<file path="src/rtl/grant_frame_mux4.sv">
// grant_frame_mux4: 4:1 frame mux driven by an external round-robin arbiter.
// One request/grant round per frame, then one gap cycle before re-arbitration.

module grant_frame_mux4 #(
  parameter int DATA_W = 32
) (
  input  logic              clock,
  input  logic              nReset,
  input  logic [3:0]        qvFrameValid,
  input  logic [4*DATA_W-1:0] qvPortData,
  input  logic [3:0]        qvPortValid,
  input  logic [3:0]        qvPortSop,
  input  logic [3:0]        qvPortEop,
  output logic [3:0]        qvPortRead,
  output logic              qArbitEnable,
  output logic [3:0]        qvRequest,
  input  logic [3:0]        qvGrant,
  input  logic [1:0]        qvGrantIndex,
  output logic              qOutValid,
  output logic [DATA_W-1:0] qvOutData,
  output logic              qOutSop,
  output logic              qOutEop,
  input  logic              qOutReady,
  output logic [7:0]        qvErrCnt
);

  typedef enum logic [2:0] {
    S_IDLE,
    S_REQ,
    S_WAIT,
    S_XFER,
    S_GAP
  } state_e;

  state_e state_q, state_d;

  logic [1:0]        wcnt_q, wcnt_d;
  logic [1:0]        sel_q, sel_d;
  logic [3:0]        mask_q, mask_d;
  logic [3:0]        req_q, req_d;
  logic              arb_q, arb_d;
  logic              first_q, first_d;
  logic              ov_q, ov_d;
  logic [DATA_W-1:0] od_q, od_d;
  logic              osop_q, osop_d;
  logic              oeop_q, oeop_d;
  logic [7:0]        err_q, err_d;

  logic [DATA_W-1:0] p_data;
  logic              p_valid;
  logic              p_sop;
  logic              p_eop;
  logic              rd;
  logic [3:0]        gnt_m1;
  logic              gnt_any;
  logic              gnt_onehot;
  logic              gnt_ok;
  logic              ev_to;
  logic              ev_bad;
  logic              ev_sop;
  logic              ev_late;
  logic              ev_any;

  always_comb begin
    p_data  = '0;
    p_valid = 1'b0;
    p_sop   = 1'b0;
    p_eop   = 1'b0;
    for (int p = 0; p < 4; p++) begin
      if (sel_q == 2'(p)) begin
        p_data  = qvPortData[p*DATA_W +: DATA_W];
        p_valid = qvPortValid[p];
        p_sop   = qvPortSop[p];
        p_eop   = qvPortEop[p];
      end
    end
  end

  assign rd = (state_q == S_XFER) && p_valid &&
              (!ov_q || qOutReady);

  assign qvPortRead = rd ? (4'b0001 << sel_q) : 4'b0000;

  // A grant is only trusted if one-hot, self-consistent and requested
  assign gnt_m1     = qvGrant - 4'd1;
  assign gnt_any    = |qvGrant;
  assign gnt_onehot = gnt_any && ((qvGrant & gnt_m1) == 4'b0000);
  assign gnt_ok     = gnt_onehot &&
                      qvGrant[qvGrantIndex] &&
                      mask_q[qvGrantIndex];

  assign ev_late = gnt_any && (state_q != S_WAIT);

  always_comb begin
    state_d = state_q;
    wcnt_d  = wcnt_q;
    sel_d   = sel_q;
    mask_d  = mask_q;
    req_d   = 4'b0000;
    arb_d   = 1'b0;
    first_d = first_q;
    ev_to   = 1'b0;
    ev_bad  = 1'b0;
    ev_sop  = 1'b0;
    unique case (state_q)
      S_IDLE: begin
        if (|qvFrameValid) begin
          req_d   = qvFrameValid;
          arb_d   = 1'b1;
          mask_d  = qvFrameValid;
          state_d = S_REQ;
        end
      end
      S_REQ: begin
        wcnt_d  = 2'd0;
        state_d = S_WAIT;
      end
      S_WAIT: begin
        if (gnt_any) begin
          if (gnt_ok) begin
            sel_d   = qvGrantIndex;
            first_d = 1'b1;
            state_d = S_XFER;
          end else begin
            ev_bad  = 1'b1;
            state_d = S_IDLE;
          end
        end else if (wcnt_q == 2'd2) begin
          ev_to   = 1'b1;
          state_d = S_IDLE;
        end else begin
          wcnt_d = wcnt_q + 2'd1;
        end
      end
      S_XFER: begin
        if (rd) begin
          first_d = 1'b0;
          ev_sop  = first_q && !p_sop;
          if (p_eop) begin
            state_d = S_GAP;
          end
        end
      end
      S_GAP: begin
        state_d = S_IDLE;
      end
      default: begin
        state_d = S_IDLE;
      end
    endcase
  end

  always_comb begin
    ov_d   = ov_q;
    od_d   = od_q;
    osop_d = osop_q;
    oeop_d = oeop_q;
    if (rd) begin
      ov_d   = 1'b1;
      od_d   = p_data;
      osop_d = p_sop;
      oeop_d = p_eop;
    end else if (qOutReady) begin
      ov_d = 1'b0;
    end
  end

  // Concurrent events in one cycle collapse into a single increment
  assign ev_any = ev_to | ev_bad | ev_sop | ev_late;

  always_comb begin
    err_d = err_q;
    if (ev_any && (err_q != 8'hFF)) begin
      err_d = err_q + 8'd1;
    end
  end

  always_ff @(posedge clock or negedge nReset) begin
    if (!nReset) begin
      state_q <= S_IDLE;
      wcnt_q  <= 2'd0;
      sel_q   <= 2'd0;
      mask_q  <= 4'b0000;
      req_q   <= 4'b0000;
      arb_q   <= 1'b0;
      first_q <= 1'b0;
      ov_q    <= 1'b0;
      od_q    <= '0;
      osop_q  <= 1'b0;
      oeop_q  <= 1'b0;
      err_q   <= 8'd0;
    end else begin
      state_q <= state_d;
      wcnt_q  <= wcnt_d;
      sel_q   <= sel_d;
      mask_q  <= mask_d;
      req_q   <= req_d;
      arb_q   <= arb_d;
      first_q <= first_d;
      ov_q    <= ov_d;
      od_q    <= od_d;
      osop_q  <= osop_d;
      oeop_q  <= oeop_d;
      err_q   <= err_d;
    end
  end

  assign qvRequest    = req_q;
  assign qArbitEnable = arb_q;
  assign qOutValid    = ov_q;
  assign qvOutData    = od_q;
  assign qOutSop      = osop_q;
  assign qOutEop      = oeop_q;
  assign qvErrCnt     = err_q;

endmodule
</file>
<file path="config.mk">
export PLATFORM = sky130hd
export DESIGN_NAME = grant_frame_mux4
export DESIGN_NICKNAME = d
export VERILOG_FILES = /design/src/rtl/grant_frame_mux4.sv
export SDC_FILE = /design/constraint.sdc
export NUM_CORES = 1
export LEC_CHECK = 0
export CAP_MARGIN = 20
export CORE_MARGIN = 2
export CORE_UTILIZATION = 37
export CTS_CLUSTER_DIAMETER = 40
export DETAILED_ROUTE_END_ITERATION = 6
export PLACE_DENSITY = 0.77
export SLEW_MARGIN = 5
export SYNTH_ARGS = -nofsm -noshare
export SYNTH_HDL_FRONTEND = slang
export SYNTH_SLANG_ARGS = --single-unit
</file>
<file path="constraint.sdc">
create_clock -name clock -period 2.2 [get_ports clock]
set_input_delay 0.22 -clock clock [delete_from_list [all_inputs] [get_ports clock]]
set_output_delay 0.22 -clock clock [all_outputs]
set_load 0.02 [all_outputs]
</file>
==> flow_metrics.py, run 1 <==
metrics = {
    "sta": {
        "hold_slack_ns": 0.4207,
        "fmax_mhz": 466.6,
        "slew_headroom": 0.6200,
        "tns_ns": 0,
        "fin_crit_sh": 0.9741,
        "skew_ns": 0.005283,
        "fin_crit_ns": 2.143,
        "hold_viol_final": 0,
        "drv_slew": 0,
        "setup-violations-final": 0,
        "worst_slew_pin_slew_ns": 0.5700,
    },
    "synthesis": {
        "synth_ff_type": "dfrtp_1",
        "syn_nets": 377,
        "synth.distinct_cells": 40,
        "yosysWarnings": 0,
        "synthesis.area_mm2": 0.003274,
        "synth.avg_cell_area_um2": 14.75,
        "ys_ff_latch": 60,
        "synthArstFlopShare": 1.000,
        "yosysSeqAreaShare": 0.4585,
        "synth-edff-count": 0,
        "synth_cells": 222,
    },
    "power_and_ir_drop": {
        "ir_drop_mv": 0.5405,
        "p_leak_nw": 2.325,
        "power_mw": 6.784,
        "power.density_mw_per_mm2": 1184,
    },
    "layout": {
        "layout_common_cells": "clkdlybuf4s50_1 (199), dfrtp_1 (58), mux4_2 (35)",
        "diodes": 0,
        "stdcell_area_mm2": 0.005731,
        "syn2layout_area_growth_pct": 75.01,
        "drive_above_1_share": 0.2545,
        "fin_util": 0.6636,
        "n_fill_cell": 666,
        "final_common_cell": "clkdlybuf4s50_1",
        "nets": 598,
    },
    "die": {
        "die_h_um": 98.07,
        "die-area_mm2": 0.009618,
        "rows": 34,
        "initial_core_util": 0.3792,
        "core_area_mm2": 0.008636,
        "ios": 205,
        "dieWidth_um": 98.07,
    },
    "global_route": {
        "antenna_found_initial": 0,
        "track_usage": 0.2010,
        "grt_pass1_wl_um": 15060,
        "grt_start_max_net_pins": 40,
        "grt_pass1_vias": 3109,
        "gr-total-overflow": 0,
    },
    "critical_path": {
        "critPathRequiredTime_ns": 1.98,
        "cp_cell_sequence": "mux4_2, nand4_1, buf_4, buf_4, nor3b_2, buf_2",
        "path_class": "register to output pin",
        "path_buf_inv": 3,
        "critPathTopFamily": "buffers and inverters",
        "start_kind": "register",
        "crit_fanout": 3,
        "crit_path_end_kind": "output pin",
        "critical-path-max-stage-delay_ns": 0.42,
        "worst_path_max_delay_cell": "dfrtp_2",
        "worst_ep_arrival_time_ns": 1.92,
        "crit_top_cell": "buf_4",
    },
    "clocking": {
        "clockBufferDepth": 2,
        "clock-root-buffer": "clkbuf_8",
        "cts_sinks": 60,
        "numCtsBuffers": 9,
        "worstSkewPairLatency_ns": 0.33,
        "htreeDepth": 3,
        "tritoncts": "yes",
        "cts.clk_slew.worst_paths_ns": 0.07,
    },
    "routing": {
        "vias": 2833,
        "ant_nets": 0,
        "vias_per_cell": 5.095,
        "drt-initial-drc-count": 51,
        "drt_pre_antenna_iters": 5,
        "drc": 0,
        "routed_wl_um": 9461,
        "avgRoutedWirePerCell_um": 17.02,
    },
    "placement": {
        "post-dp-hpwl_um": 7626,
        "place_congestion": 0.8348,
        "portBuffers": 204,
        "place_area_mm2": 0.005518,
    },
    "min_path": {
        "holdCritPathClass": "input port to async pin",
    },
    "run": {
        "maxCapViolations": 0,
    },
    "status": {
        "status": "completed",
    },
}
repair_timing:
action,in CTS,in global routing
resized for setup,16,2
pin swaps,0,0
hold buffers,1,0
setup endpoints to repair,4,2
endpoints found under the hold margin,23,0
buffers inserted,2,0
per-stage QoR:
stage | worst slack, ns | std cells
2_1_floorplan | 0.1504 | 222
3_3_place_gp | -0.2744 | 537
3_5_place_dp | -0.2585 | 537
4_1_cts | 0.001507 | 556
5_1_grt | -0.01648 | 556
6_report | 0.05700 | 556
synthesized netlist by cell type (2+ instances only):
| cell | number | area share |
|---|---|---|
| buf_1 | 2 | 0.0023 |
| o221ai_1 | 2 | 0.0054 |
| nor2b_1 | 2 | 0.0038 |
| nand4_1 | 3 | 0.0057 |
| xnor2_1 | 6 | 0.016 |
| and3_1 | 4 | 0.0076 |
| and2_1 | 5 | 0.0096 |
| nand2b_1 | 2 | 0.0038 |
| o211ai_1 | 2 | 0.0046 |
| dfrtp_1 | 60 | 0.46 |
| nand3_1 | 6 | 0.0092 |
| nor3b_1 | 2 | 0.0046 |
| inv_1 | 5 | 0.0057 |
| a21o_1 | 5 | 0.011 |
| nor2_1 | 4 | 0.0046 |
| mux2_2 | 34 | 0.12 |
| nor3_1 | 3 | 0.0046 |
| nand2_1 | 7 | 0.0080 |
| ha_1 | 2 | 0.0076 |
| buf_2 | 5 | 0.0076 |
| clkbuf_1 | 3 | 0.0034 |
| mux2i_1 | 2 | 0.0061 |
| mux4_2 | 35 | 0.24 |
| buf_4 | 2 | 0.0046 |
| o21ai_0 | 4 | 0.0061 |
report_power, final:
group          total, mW  internal (mW)  switching, mW  leakage (nW)
logic               3.81           2.16           1.65          1.49
clock network      0.998          0.581          0.417         0.102
registers           1.98           1.64          0.332         0.731
flip-flops by register name, summed over array words and instances, names as in the netlist, 2 cells and up:
register	cells
mask_q	4
qvErrCnt	8
state_q	3
wcnt_q	2
qvOutData	32
sel_q	2
qvRequest	4
final cells by class:
type | instances | area [um^2] | share of cell area
well taps | 108 | 135.1 | 0.02358
clock buffers | 12 | 155.1 | 0.02707
repair buffers | 223 | 2175 | 0.3795
inverters | 5 | 18.77 | 0.003275
multi-input cells | 144 | 1695 | 0.2959
clock inverters | 4 | 47.55 | 0.008297
flip-flops and latches | 60 | 1504 | 0.2624
path summary, 6_finish.rpt:
path / startpoint / endpoint / slack, ns / cells past startpoint
worst max-delay path: sel_q[0]$_DFFE_PN0P_ / qvPortRead[2] / 0.06 / 6
worst min-delay path: nReset / qvOutData[1]$_DFFE_PN0N_ / 0.42 / 2
worst max register to register: sel_q[0]$_DFFE_PN0P_ / qvErrCnt[1]$_DFFE_PN0P_ / 0.11 / 7
worst min register to register: wcnt_q[0]$_DFFE_PN0P_ / wcnt_q[0]$_DFFE_PN0P_ / 0.47 / 1
max in group asynchronous: nReset / sel_q[0]$_DFFE_PN0P_ / 1.17 / 3
min in group clock: wcnt_q[0]$_DFFE_PN0P_ / wcnt_q[0]$_DFFE_PN0P_ / 0.47 / 1
worst register-to-register path, cell delays in order (launching register included):
cell     delay, ns
dfrtp_2       0.38
mux4_2        0.51
nand4_1       0.15
buf_4         0.15
nor3_1        0.05
a311o_4       0.32
nand2_2       0.09
mux2_1        0.32
metal layers:
layer | up-vias | routed length, um | track usage
met5 | - | 0 | 0
met4 | 0 | 216 | 0.07265
met3 | 16 | 744 | 0.06586
met2 | 125 | 5106 | 0.3683
met1 | 1385 | 3393 | 0.2155
li1 | 1307 | - | -
cells by family after synthesis:
logic type      after synthesis  share of synthesized area
mux                          72                     0.3672
flops                        60                     0.4585
simple gates                 43                    0.07528
compound gates               20                    0.04700
buf+inv                      18                    0.02522
xor+xnor                      6                    0.01605
fa+ha+maj                     3                    0.01070
Note: power is estimated with default switching activity, not from simulation.
==> inputs of run 2 (changes only) <==
--- a/config.mk
+++ b/config.mk
@@ -7,10 +7,11 @@
 export LEC_CHECK = 0
 export CAP_MARGIN = 20
 export CORE_MARGIN = 2
-export CORE_UTILIZATION = 37
+export CORE_UTILIZATION = 51
 export CTS_CLUSTER_DIAMETER = 40
 export DETAILED_ROUTE_END_ITERATION = 6
-export PLACE_DENSITY = 0.77
+export DONT_BUFFER_PORTS = 1
+export PLACE_DENSITY = 0.62
 export SLEW_MARGIN = 5
 export SYNTH_ARGS = -nofsm -noshare
 export SYNTH_HDL_FRONTEND = slang
==> run 2 against run 1 <==
  * Power is 17% lower
  * Clock power is 14% lower
  * First-iteration DRC count is 92% higher
  * Fmax is 0.81% higher
  * Count of clock-buffer cells in the layout is 1 higher
  * Wire length is 11% lower
  * Final cell count is 43% lower
  * Sequential share of layout area is 15 points higher
  * Largest cell class is now multi-input combinational cells
  * Largest power group is now sequential cells
==> flow_metrics.py, run 2 (synthesis gave the netlist of run 1 again) <==
metrics = {
    "status": {
        "status": "completed",
    },
    "placement": {
        "place_area_mm2": 0.003368,
        "place_congestion": 0.8791,
        "dp_slack_ns": 0.04607,
        "portBuffers": 0,
        "post-dp-hpwl_um": 6122,
    },
    "clocking": {
        "worstSkewPairLatency_ns": 0.33,
        "cts_sinks": 60,
        "clockBufferDepth": 2,
        "htreeDepth": 3,
        "numCtsBuffers": 9,
        "clock-root-buffer": "clkbuf_8",
        "tritoncts": "yes",
        "cts.clk_slew.worst_paths_ns": 0.06,
    },
    "critical_path": {
        "start_kind": "register",
        "critical-path-max-stage-delay_ns": 0.52,
        "worst_path_max_delay_cell": "mux4_2",
        "worstReg2RegEnd": "state_q[1]$_DFFE_PN0P_",
        "reg2reg_depth": 7,
        "critPathRequiredTime_ns": 1.98,
        "reg2reg_from": "sel_q[0]$_DFFE_PN0P_",
        "crit_top_cell": "buf_4",
        "cp_cell_sequence": "mux4_2, nand4_1, buf_4, buf_12, inv_6, nand2_1, nor2_1, buf_4",
        "worst_ep_arrival_time_ns": 1.91,
        "crit_path_end_kind": "output pin",
        "path_class": "register to output pin",
        "crit_fanout": 6,
        "r2r_setup_slack_ns": 0.08,
    },
    "global_route": {
        "grt_pass1_wl_um": 12840,
        "antenna_found_initial": 0,
        "grt_start_max_net_pins": 61,
        "grt_pass1_vias": 2229,
        "track_usage": 0.2413,
        "gr-total-overflow": 0,
    },
    "layout": {
        "largest_register_ff_count": 32,
        "nets": 393,
        "layout_common_cells": "dfrtp_1 (59), mux4_2 (35), mux2_2 (34)",
        "drive_above_1_share": 0.4380,
        "n_fill_cell": 487,
        "final_common_cell": "dfrtp_1",
        "stdcell_area_mm2": 0.003686,
        "syn2layout_area_growth_pct": 12.57,
        "diodes": 0,
    },
    "sta": {
        "skew_ns": 0.008099,
        "setup-violations-final": 0,
        "hold_viol_final": 0,
        "fin_crit_ns": 2.126,
        "fmax_mhz": 470.4,
        "setup_slack_ns": 0.07420,
        "fin_crit_sh": 0.9663,
        "slew_headroom": 0.3734,
        "drv_slew": 0,
        "worst_slew_pin_slew_ns": 0.9278,
    },
    "routing": {
        "routed_wl_um": 8396,
        "vias": 2113,
        "ant_nets": 0,
        "avgRoutedWirePerCell_um": 26.32,
        "drt-initial-drc-count": 98,
        "drt_pre_antenna_iters": 5,
        "vias_per_cell": 6.624,
        "drc": 0,
    },
    "min_path": {
        "holdPathStages": 1,
        "hold_path.startpoint": "qvFrameValid[3]",
        "whs_endpoint": "qvRequest[3]$_DFF_PN0_",
        "holdCritPathClass": "input port to register",
    },
    "die": {
        "ios": 205,
        "die-area_mm2": 0.007077,
        "rows": 29,
        "dieWidth_um": 84.13,
        "core_area_mm2": 0.006277,
        "initial_core_util": 0.5216,
        "die_h_um": 84.13,
    },
    "power_and_ir_drop": {
        "p_leak_nw": 1.532,
        "ir_drop_mv": 0.7665,
        "power.density_mw_per_mm2": 1533,
    },
    "run": {
        "maxCapViolations": 0,
    },
}
run 2: changes by cell type in the layout (fill, tap and decap cells not counted), moves of 2 or more:
cell,before,now
clkdlybuf4s50_1,199,0
buf_2,4,0
nor3b_2,2,0
buf_4,17,14
run 2: final cells by class:
cell class	count	area [um^2]	share of cell area
inverters	5	23.77	0.006449
well taps	77	96.34	0.02614
flip-flops and latches	60	1503	0.4077
repair buffers	18	195.2	0.05295
clock buffers	13	158.9	0.04311
multi-input cells	144	1699	0.4610
clock inverters	2	10.01	0.002716
run 2: routing by layer:
| layer | vias up | share of wire | GRT usage |
|---|---|---|---|
| met5 | - | 0 | 0 |
| met2 | 126 | 0.54 | 0.4127 |
| met4 | 0 | 0.017 | 0.08651 |
| met3 | 12 | 0.085 | 0.07319 |
| li1 | 897 | - | - |
| met1 | 1078 | 0.36 | 0.2902 |
run 2: how the worst max path moves through the flow:
stage,from,to,slack (ns)
2_1_floorplan,sel_q[0]$_DFFE_PN0P_,qvPortRead[2],0.15
6_report,sel_q[0]$_DFFE_PN0P_,qvPortRead[1],0.07
3_3_place_gp,sel_q[0]$_DFFE_PN0P_,qvPortRead[1],0.12
4_1_cts,sel_q[0]$_DFFE_PN0P_,qvErrCnt[1]$_DFFE_PN0P_,-0.03
5_1_grt,sel_q[0]$_DFFE_PN0P_,qvPortRead[1],-0.007
3_5_place_dp,sel_q[0]$_DFFE_PN0P_,qvPortRead[1],0.05
run 2: what timing repair did:
action	4_1_cts	5_1_grt
pin swaps	0	1
gates resized for setup	3	5
endpoints found under the hold margin	60	0
buffers inserted	5	2
gates cloned	1	0
endpoints found under the setup margin	4	10
hold buffers	2	0
run 2: where the power goes:
group	switching [mW]	internal, mW	total (mW)
logic	0.868	1.28	2.15
clock network	0.397	0.461	0.858
registers	0.998	1.64	2.64
total	2.26	3.39	5.65
run 2: critical path, delay by kind of cell (launching register included):
kind | cells | cell delay, ns
buf+inv | 4 | 0.44
flops | 1 | 0.38
mux | 1 | 0.52
simple gates | 3 | 0.23
run 2: per-stage QoR:
step                power, mW  std cells  hold slack, ns    TNS, ns  utilization
finish                  5.651        319         0.05506          0       0.5872
CTS                     5.641        317         0.03591   -0.03271       0.5826
global placement        4.510        294        -0.07413          0       0.5366
floorplan               4.199        222        -0.07559          0            -
global route            5.980        319         0.03969  -0.007234       0.5872
detailed placement      4.632        294        -0.07416          0       0.5366
